==> config.mk <==
export PLATFORM = sky130hd
export DESIGN_NAME = deser400_symbol_decoder
export DESIGN_NICKNAME = d
export VERILOG_FILES = /design/src/rtl/deser400_symbol_decoder.sv
export SDC_FILE = /design/constraint.sdc
export NUM_CORES = 1
export LEC_CHECK = 0
export ABC_AREA = 0
export BUFFER_PORTS_ARGS = -buffer_cell sky130_fd_sc_hd__buf_2
export CAP_MARGIN = 40
export CELL_PAD_IN_SITES_DETAIL_PLACEMENT = 0
export CELL_PAD_IN_SITES_GLOBAL_PLACEMENT = 2
export CORE_MARGIN = 8
export CORE_UTILIZATION = 38
export CTS_BUF_LIST = sky130_fd_sc_hd__clkbuf_4
export CTS_CLUSTER_DIAMETER = 150
export CTS_CLUSTER_SIZE = 30
export DETAILED_ROUTE_END_ITERATION = 10
export HOLD_SLACK_MARGIN = 0.12
export PLACE_DENSITY_LB_ADDON = 0.15
export SETUP_SLACK_MARGIN = 0.5
export SLEW_MARGIN = 20
export SYNTH_ARGS = -nofsm -noshare
export SYNTH_HDL_FRONTEND = slang
export SYNTH_SLANG_ARGS = --single-unit
==> constraint.sdc <==
create_clock -name CLK400 -period 3.4 [get_ports CLK400]
set_input_delay 0 -clock CLK400 [delete_from_list [all_inputs] [get_ports CLK400]]
set_output_delay 0 -clock CLK400 [all_outputs]
set_load 0.1 [all_outputs]
==> src/rtl/deser400_symbol_decoder.sv <==
// -----------------------------------------------------------------------------
// deser400_symbol_decoder
//
// Purpose:
//   Takes the 1 bit/clock recovered stream in the CLK400 domain and NRZI-decodes
//   it, where a line transition means 1. In HUNT it searches for the J/K start
//   delimiter. Once found, it frames 5-bit symbols and decodes them with the
//   FDDI 4b/5b table. Each symbol produces one valid strobe carrying the data
//   nibble or control code. An invalid code produces a symerr strobe instead.
//   MAXERR consecutive invalid symbols drop the decoder back to HUNT.
//
// Parameters:
//   MAXERR    consecutive invalid symbols in LOCKED that force HUNT (1..15)
//
// Ports:
//   CLK400    in   1   bit clock
//   reset     in   1   asynchronous, active-high
//   serin     in   1   recovered serial bit (NRZI line coding)
//   err_clr   in   1   synchronous clear of err_count
//   dout      out  4   decoded nibble (data) or control code (kchar=1)
//   kchar     out  1   dout is a control code
//   valid     out  1   one-cycle strobe: dout/kchar valid
//   symerr    out  1   one-cycle strobe: invalid symbol while LOCKED
//   locked    out  1   high in LOCKED
//   err_count out  16  saturating invalid-symbol count
//
// Optional feature (macro DESER_ERRCNT_EN):
//   When defined, err_count counts symerr strobes and saturates at 16'hFFFF.
//   err_clr clears the count on the next edge and wins over a simultaneous
//   symerr.
//   When undefined, err_count is tied to 0 and err_clr is ignored.
// -----------------------------------------------------------------------------
module deser400_symbol_decoder #(
    parameter int MAXERR = 4
) (
    input  logic        CLK400,
    input  logic        reset,
    input  logic        serin,
    input  logic        err_clr,
    output logic [3:0]  dout,
    output logic        kchar,
    output logic        valid,
    output logic        symerr,
    output logic        locked,
    output logic [15:0] err_count
);

    typedef enum logic {
        ST_HUNT   = 1'b0,
        ST_LOCKED = 1'b1
    } state_t;

    // J (11000) followed by K (10001); the oldest bit sits in the MSB
    localparam logic [9:0] JK_PATTERN = 10'b11000_10001;
    localparam logic [3:0] MAXERR_C   = 4'(MAXERR);

    // Result is {ok, kchar, nibble}; ok=0 marks an invalid code
    function automatic logic [5:0] decode_4b5b(input logic [4:0] sym);
        logic [5:0] res;
        case (sym)
            5'b11110: res = {1'b1, 1'b0, 4'h0};
            5'b01001: res = {1'b1, 1'b0, 4'h1};
            5'b10100: res = {1'b1, 1'b0, 4'h2};
            5'b10101: res = {1'b1, 1'b0, 4'h3};
            5'b01010: res = {1'b1, 1'b0, 4'h4};
            5'b01011: res = {1'b1, 1'b0, 4'h5};
            5'b01110: res = {1'b1, 1'b0, 4'h6};
            5'b01111: res = {1'b1, 1'b0, 4'h7};
            5'b10010: res = {1'b1, 1'b0, 4'h8};
            5'b10011: res = {1'b1, 1'b0, 4'h9};
            5'b10110: res = {1'b1, 1'b0, 4'hA};
            5'b10111: res = {1'b1, 1'b0, 4'hB};
            5'b11010: res = {1'b1, 1'b0, 4'hC};
            5'b11011: res = {1'b1, 1'b0, 4'hD};
            5'b11100: res = {1'b1, 1'b0, 4'hE};
            5'b11101: res = {1'b1, 1'b0, 4'hF};
            5'b11111: res = {1'b1, 1'b1, 4'h0};   // I
            5'b11000: res = {1'b1, 1'b1, 4'h1};   // J
            5'b10001: res = {1'b1, 1'b1, 4'h2};   // K
            5'b01101: res = {1'b1, 1'b1, 4'h3};   // T
            5'b00111: res = {1'b1, 1'b1, 4'h4};   // R
            5'b11001: res = {1'b1, 1'b1, 4'h5};   // S
            5'b00100: res = {1'b1, 1'b1, 4'h6};   // H
            default:  res = 6'b000000;           // Q and unassigned codes
        endcase
        return res;
    endfunction

    state_t      state_r;
    logic        serin_r;
    logic [9:0]  sr_r;
    logic [2:0]  cnt_r;
    logic [3:0]  errrun_r;
    logic        bit_s;
    logic [5:0]  dec_s;
    logic [4:0]  errrun_inc_s;

    assign bit_s        = serin ^ serin_r;
    assign dec_s        = decode_4b5b(sr_r[4:0]);
    assign errrun_inc_s = {1'b0, errrun_r} + 5'd1;

    // NRZI decode, bit shifter, HUNT/LOCKED framing and registered symbol outputs
    always_ff @(posedge CLK400 or posedge reset) begin
        if (reset) begin
            state_r  <= ST_HUNT;
            serin_r  <= 1'b0;
            sr_r     <= 10'd0;
            cnt_r    <= 3'd0;
            errrun_r <= 4'd0;
            dout     <= 4'd0;
            kchar    <= 1'b0;
            valid    <= 1'b0;
            symerr   <= 1'b0;
            locked   <= 1'b0;
        end else begin
            serin_r <= serin;
            sr_r    <= {sr_r[8:0], bit_s};
            valid   <= 1'b0;
            symerr  <= 1'b0;
            case (state_r)
                ST_HUNT: begin
                    if (sr_r == JK_PATTERN) begin
                        state_r  <= ST_LOCKED;
                        locked   <= 1'b1;
                        cnt_r    <= 3'd0;
                        errrun_r <= 4'd0;
                    end else begin
                        state_r  <= ST_HUNT;
                        locked   <= 1'b0;
                    end
                end
                ST_LOCKED: begin
                    // cnt==4 means sr_r[4:0] holds a whole symbol
                    if (cnt_r == 3'd4) begin
                        cnt_r <= 3'd0;
                        if (dec_s[5]) begin
                            valid    <= 1'b1;
                            kchar    <= dec_s[4];
                            dout     <= dec_s[3:0];
                            errrun_r <= 4'd0;
                        end else begin
                            // dout/kchar keep the last good symbol
                            symerr <= 1'b1;
                            if (errrun_inc_s >= {1'b0, MAXERR_C}) begin
                                errrun_r <= MAXERR_C;
                                state_r  <= ST_HUNT;
                                locked   <= 1'b0;
                            end else begin
                                errrun_r <= errrun_inc_s[3:0];
                            end
                        end
                    end else begin
                        cnt_r <= cnt_r + 3'd1;
                    end
                end
                default: begin
                    state_r <= ST_HUNT;
                    locked  <= 1'b0;
                end
            endcase
        end
    end

`ifdef DESER_ERRCNT_EN
    // Saturating count of symerr strobes; a clear wins over a coincident error
    always_ff @(posedge CLK400 or posedge reset) begin
        if (reset) begin
            err_count <= 16'h0000;
        end else if (err_clr) begin
            err_count <= 16'h0000;
        end else if (symerr && (err_count != 16'hFFFF)) begin
            err_count <= err_count + 16'h0001;
        end else begin
            err_count <= err_count;
        end
    end
`else
    logic unused_err_clr_s;
    assign unused_err_clr_s = err_clr;
    assign err_count        = 16'h0000;
`endif

endmodule
==> results.yml, run 1 <==
status:
  status: "finished clean"
detailed_routing:
  firstDrtPassIters: 4
  drc: 0
  initialDrtViolationCount: 27
  routed_via_density: 4.78
  finalWirelength_um: 2530
  drtAntennaViolNets: 0
  vias: 932
  wl_per_cell_um: 13.0
clock_tree:
  cts.sinks: 27
  cts_root_buf: "clkbuf_4"
  numCtsBuffers: 3
  cts_htree_levels: 1
  postCtsSetupRepairBufs: 0
  cts_tree: "built"
  clockBufferDepth: 2
  clkLatencyLatePin_ps: 320
  cts_resized: 0
  clkTransAtPathRegs_ps: 150
sta:
  worstMarginPinSlew_ps: 600
  fin_skew_ps: 2.36
  slew_violations: 0
  layout_min_cycle_time_ps: 2170
  fin_setup_tns_ps: 0
  rsz0062_at_grt: "no"
  finalSetupViolCount: 0
  maxSlewHeadroom: 0.600
  hold_viol_final: 0
  period_share: 0.639
  fmax_mhz: 460
worst_setup_path:
  cp.required_ps: 3630
  critPathMaxFanout: 8
  path_class: "reg2reg"
  worstPathArrival_ps: 2400
  endpoint_kind: "register"
  worstSetupStartpointType: "register"
layout:
  layout-drive-gt1-share: 0.143
  fin_area_sq_mm: 0.00152
  syn2layout_area_growth_pct: 7.63
  num-nets-final: 161
  final_core_util: 0.421
  antenna_cells: 0
min_path:
  hp-class: "in2async"
floorplanning:
  dieArea_sq_mm: 0.00592
  num_io_pins: 28
  initial_utilization: 0.391
  placementRows: 22
  core_region_area_sq_mm: 0.00361
  die_w_um: 76.9
  die_y_um: 76.9
yosys:
  synth-xor-area-share: 0.00621
  ys_seq_area_frac: 0.479
  netlist_area_sq_mm: 0.00141
  ys_types: 35
  synth_seq_cells: 27
  synthFlopType: "dfrtp_1"
  synthTopCellsByCount: "dfrtp_1, buf_4, nand2_1"
  synth.mux.area_fraction: 0.0461
  synth_area_per_cell_sq_um: 10.5
  synth_compound_area_frac: 0.139
  async_flop_share: 1.00
  synth_simple_gate_area_share: 0.121
  synth_top_cell_by_area: "dfrtp_1"
  synth_enable_flop_cells: 0
  synth_most_common_cell: "dfrtp_1"
  synth_area_leaders: "dfrtp_1, buf_4, ha_1, mux2_2, nand2_1"
  yosys.area_share.adder: 0.0799
  synth_top_family_by_area: "compound AO/OA/AOI/OAI gates"
  synth_cells: 134
  netlist.area_leader.share: 0.479
  synth_warnings: 0
flow_run:
  max_cap_violations: 0
global_route:
  first_global_vias: 971
  grt_usage: 0.0915
  grt_pass1_wl_um: 4560
  overflow: 0
  antenna_found_initial: 0
  grt_start_max_net_pins: 21
place:
  place_area_sq_mm: 0.00147
  dp_hpwl_um: 1960
  io_buffers: 10
  gp_congestion: 0.786
power_and_ir_drop:
  vdd_drop_max_uv: 224
  power_density_mw_per_mm2: 464
  p_leak_nw: 0.762
[where the power goes]
part           switching [mW]  internal, mW  total [mW]
logic                   0.140        0.0470       0.187
registers              0.0320         0.345       0.377
clock network          0.0959        0.0449       0.141
[worst max-delay path, cell delays in order, from the launching register on]
cell and delay, ps:
dfrtp_1 510, inv_1 120, ha_1 250, nand2b_1 150, a221o_1 380, a21oi_4 280
mux2_2 370
[cells in the final DEF (no fill, tap or decap), types with 2 or more instances in the layout]
master	netlist	final
dlygate4sd3_1	0	2
a32o_1	2	2
o221ai_1	2	2
o21ai_0	6	6
mux2_2	4	4
o211ai_1	3	3
ha_1	9	9
nor3_1	4	4
clkbuf_4	0	3
nand2_1	11	11
nand2b_1	4	4
a22o_1	2	2
a21oi_1	3	3
conb_1	1	16
dfrtp_1	27	27
nand4_1	2	2
nor2_1	4	4
mux2i_1	2	2
inv_1	10	10
nor2b_1	3	3
nand3_1	3	3
buf_2	1	10
[logic make-up after synthesis]
family          Yosys count
simple gates             34
buf+inv                  30
flops                    27
compound gates           26
fa+ha+maj                 9
mux                       6
other cells               1
xor+xnor                  1
[registers in the layout, indices dropped and copies added, names as in the netlist]
name	flops
locked	1
valid	1
state_r	1
kchar	1
sr_r	10
symerr	1
errrun_r	4
serin_r	1
cnt_r	3
dout	4
[per-layer routing]
| layer | vias to the layer above | GRT usage | part of all wire |
|---|---|---|---|
| li1 | 460 | - | - |
| met1 | 454 | 0.103 | 0.45 |
| met2 | 16 | 0.154 | 0.49 |
| met3 | 2 | 0.0303 | 0.045 |
| met4 | 0 | 0.0404 | 0.0091 |
| met5 | - | 0 | 0 |
[final timing paths]
| path | from | to | slack (ps) | cells past startpoint |
|---|---|---|---|---|
| max | sr_r[1]$_DFF_PP0_ | kchar$_DFFE_PP0P_ | 1230 | 6 |
| min | reset | serin_r$_DFF_PP0_ | 230 | 3 |
| max reg2reg | sr_r[1]$_DFF_PP0_ | kchar$_DFFE_PP0P_ | 1230 | 6 |
| min reg2reg | sr_r[6]$_DFF_PP0_ | sr_r[7]$_DFF_PP0_ | 390 | 0 |
| max in group asynchronous | reset | errrun_r[3]$_DFFE_PP0P_ | 2710 | 4 |
| min in group CLK400 | serin | serin_r$_DFF_PP0_ | 330 | 2 |
[area by class of cell]
class / instances / area, sq um
clock buffer: 3 / 22.5
multi-input combinational: 92 / 613
clock inverter: 1 / 7.51
sequential: 27 / 676
tap: 48 / 60.1
inverter: 11 / 41.3
fill: 362 / 2090
timing repair buffer: 13 / 97.6
[through the flow]
step           power, mW  cells  hold WS [ps]  setup slack, ps
2_1_floorplan      0.555    149          31.4             1480
3_3_place_gp       0.562    188           132             1230
3_5_place_dp       0.569    189          76.6             1230
4_1_cts            0.717    195           239             1210
5_1_grt            0.751    195           246             1110
6_report           0.705    195           235             1230
[repair_timing]
item / CTS / global route
hold buffers: 2 / 0
hold endpoints to repair: 29 / 0
setup endpoints to repair: 0 / 0
No activity file was read; power rests on OpenSTA's default activity.
==> run 2: changes to the inputs <==
Settings changed: ABC_AREA 0 to 1, CORE_UTILIZATION 38 to 34.
Clock period 3.4 ns to 2.2 ns, I/O delays scaled along.
==> run 2 against run 1 <==
Effect of this change: worst setup slack worse by 550 ps; synthesized cell count is 28% higher; wire length is 8.8% higher; register-to-register slack worse by 550 ps; largest power group is now combinational logic.
==> results.yml, run 2 <==
detailed_routing:
  drtAntennaViolNets: 0
  vias: 1022
  initialDrtViolationCount: 33
  firstDrtPassIters: 4
  routed_via_density: 4.28
  wl_per_cell_um: 11.5
  drc: 0
  finalWirelength_um: 2750
power_and_ir_drop:
  power_density_mw_per_mm2: 1130
  vdd_drop_max_uv: 697
  comb_power_share: 0.493
  seq_power_share: 0.384
  p_sw_frac: 0.527
  p_leak_nw: 0.884
  pwr-share-clk: 0.123
  switchingPower_mw: 0.956
  p_int_mw: 0.859
global_route:
  antenna_found_initial: 0
  grt_start_max_net_pins: 28
  grt_usage: 0.0880
  first_global_vias: 1049
  overflow: 0
  grt_pass1_wl_um: 4690
yosys:
  synth_top_cell_by_area: "dfrtp_1"
  netlist.area_leader.share: 0.449
  netlist_area_sq_mm: 0.00151
  synth_seq_cells: 27
  synthFlopType: "dfrtp_1"
  synth_area_per_cell_sq_um: 8.75
  synth_enable_flop_cells: 0
  ys_types: 23
  async_flop_share: 1.00
  ys_seq_area_frac: 0.449
  synth_area_leaders: "dfrtp_1, nand2_1, buf_4, ha_1, nand3_1"
  synthTopCellsByCount: "nand2_1, dfrtp_1, buf_4, nand3_1, inv_1"
  synth_most_common_cell: "nand2_1"
  synth_warnings: 0
  synth_cells: 172
clock_tree:
  cts_root_buf: "clkbuf_4"
  clockBufferDepth: 2
  cts_htree_levels: 1
  cts_tree: "built"
  numCtsBuffers: 3
  clkTransAtPathRegs_ps: 150
  clkLatencyLatePin_ps: 330
  cts.sinks: 27
layout:
  antenna_cells: 0
  num-fill-cells: 459
  reg_top3: "sr_r x10, dout x4, errrun_r x4"
  largest_register_ffs: 10
  final_cell_mix: "nand2_1, dfrtp_1, nand3_1, inv_1, conb_1"
  num-nets-final: 201
  finalNonFillerCells: 239
  mostFrequentLayoutCell: "nand2_1"
  final_core_util: 0.373
  layout-drive-gt1-share: 0.182
  largest_register: "sr_r"
  syn2layout_area_growth_pct: 7.15
floorplanning:
  die_y_um: 82.5
  placementRows: 24
  core_region_area_sq_mm: 0.00432
  num_io_pins: 28
  initial_utilization: 0.348
  dieArea_sq_mm: 0.00681
  die_w_um: 82.5
worst_setup_path:
  path_class: "reg2reg"
  r2r-end: "dout[0]$_DFFE_PP0P_"
  r2r_start: "sr_r[1]$_DFF_PP0_"
  crit_start: "sr_r[1]$_DFF_PP0_"
  worstSetupStartpointType: "register"
  worstRegToRegCells: 9
  worstPathArrival_ps: 1770
  cp.required_ps: 2440
  critPathMaxFanout: 8
  rrSetupSlack_ps: 670
  crit_path_end: "dout[0]$_DFFE_PP0P_"
  endpoint_kind: "register"
sta:
  rsz0062_at_grt: "no"
  worstMarginPinSlew_ps: 527
  fmax_mhz: 655
  period_share: 0.694
  layout_min_cycle_time_ps: 1530
  slew_violations: 0
  hold_viol_final: 0
  fin_setup_tns_ps: 0
  maxSlewHeadroom: 0.649
  fin_skew_ps: 4.67
  finalSetupViolCount: 0
status:
  status: "finished clean"
place:
  gp_congestion: 0.743
  dp_hpwl_um: 2110
  io_buffers: 10
  dp_cells: 232
min_path:
  hp-class: "in2async"
flow_run:
  max_cap_violations: 0
## run 2: changes by cell type in the layout (fill, tap and decap cells not counted), sizes merged, moves of 3 or more
cell    before  now
nand2       11   43
nand3        3   21
inv         11   21
nor2         4   11
mux2         4    0
nand2b       4    0
nor3         4    0
a21oi        4    7
nor2b        3    0
## run 2: cells by family after synthesis
family,after synthesis,synth area share
and+or+nand+nor,77,0.254
buffers and inverters,40,0.148
DFF,27,0.449
AOI/OAI and AO/OA,15,0.0540
adders and majority gates,9,0.0748
xor gates and xnor gates,3,0.0175
other,1,0.00249
## run 2: critical path, cell delays in order, from the launching register on
cell and delay, ps:
dfrtp_1 440, inv_2 130, ha_2 220, inv_1 70
a21oi_2 160, nand2_4 100, nand3_4 140, clkinv_4 80
nand2_1 70, nand2_1 40
## run 2: how the worst min path moves through the flow
stage	start	slack, ps	end	cells after the start
5_1_grt	reset	260	sr_r[2]$_DFF_PP0_	4
2_1_floorplan	serin	30	serin_r$_DFF_PP0_	0
3_5_place_dp	reset	80	sr_r[6]$_DFF_PP0_	3
6_report	reset	240	sr_r[6]$_DFF_PP0_	4
4_1_cts	reset	250	sr_r[6]$_DFF_PP0_	4
3_3_place_gp	reset	70	sr_r[6]$_DFF_PP0_	3
## run 2: stage by stage
step	area [sq um]	hold slack [ps]	setup WS (ps)	total power, mW
after floorplan	1560	31.4	700	1.49
after global placement	1550	73.2	521	1.59
after detailed placement	1550	77.8	505	1.60
after CTS	1600	246	554	1.83
after global routing	1610	259	534	1.94
final	1610	243	673	1.81
## run 2: metal layers
layer / GRT usage / up-vias / part of all wire / wire length, um
met4: 0.0362 / 0 / 0.011 / 31
met2: 0.146 / 18 / 0.47 / 1300
li1: - / 537 / - / -
met5: 0 / - / 0 / 0
met3: 0.0216 / 4 / 0.041 / 113
met1: 0.107 / 463 / 0.47 / 1310
## run 2: repair_timing
item / 4_1_cts / 5_1_grt
endpoints found under the hold margin: 29 / 0
resized for setup: 1 / 2
hold buffers: 2 / 0
buffers inserted: 0 / 1
endpoints found under the setup margin: 3 / 7
## run 2: final cells by class
type / count / area [sq um] / share of cell area
clock buffers: 3 / 22.5 / 0.0140
clock inverters: 1 / 7.51 / 0.00465
inverters: 22 / 87.6 / 0.0543
multi-input cells: 120 / 669 / 0.415
flip-flops and latches: 27 / 676 / 0.419
well taps: 52 / 65.1 / 0.0403
repair buffers: 14 / 85.1 / 0.0528
## run 2: power by group through the flow
| stage | registers (mW) | logic, mW | clock network, mW |
|---|---|---|---|
| floorplan | 1.03 | 0.455 | 0 |
| global placement | 0.701 | 0.892 | 0 |
| detailed placement | 0.705 | 0.896 | 0 |
| CTS | 0.697 | 0.901 | 0.237 |
| global route | 0.717 | 0.967 | 0.258 |
| finish | 0.697 | 0.895 | 0.223 |
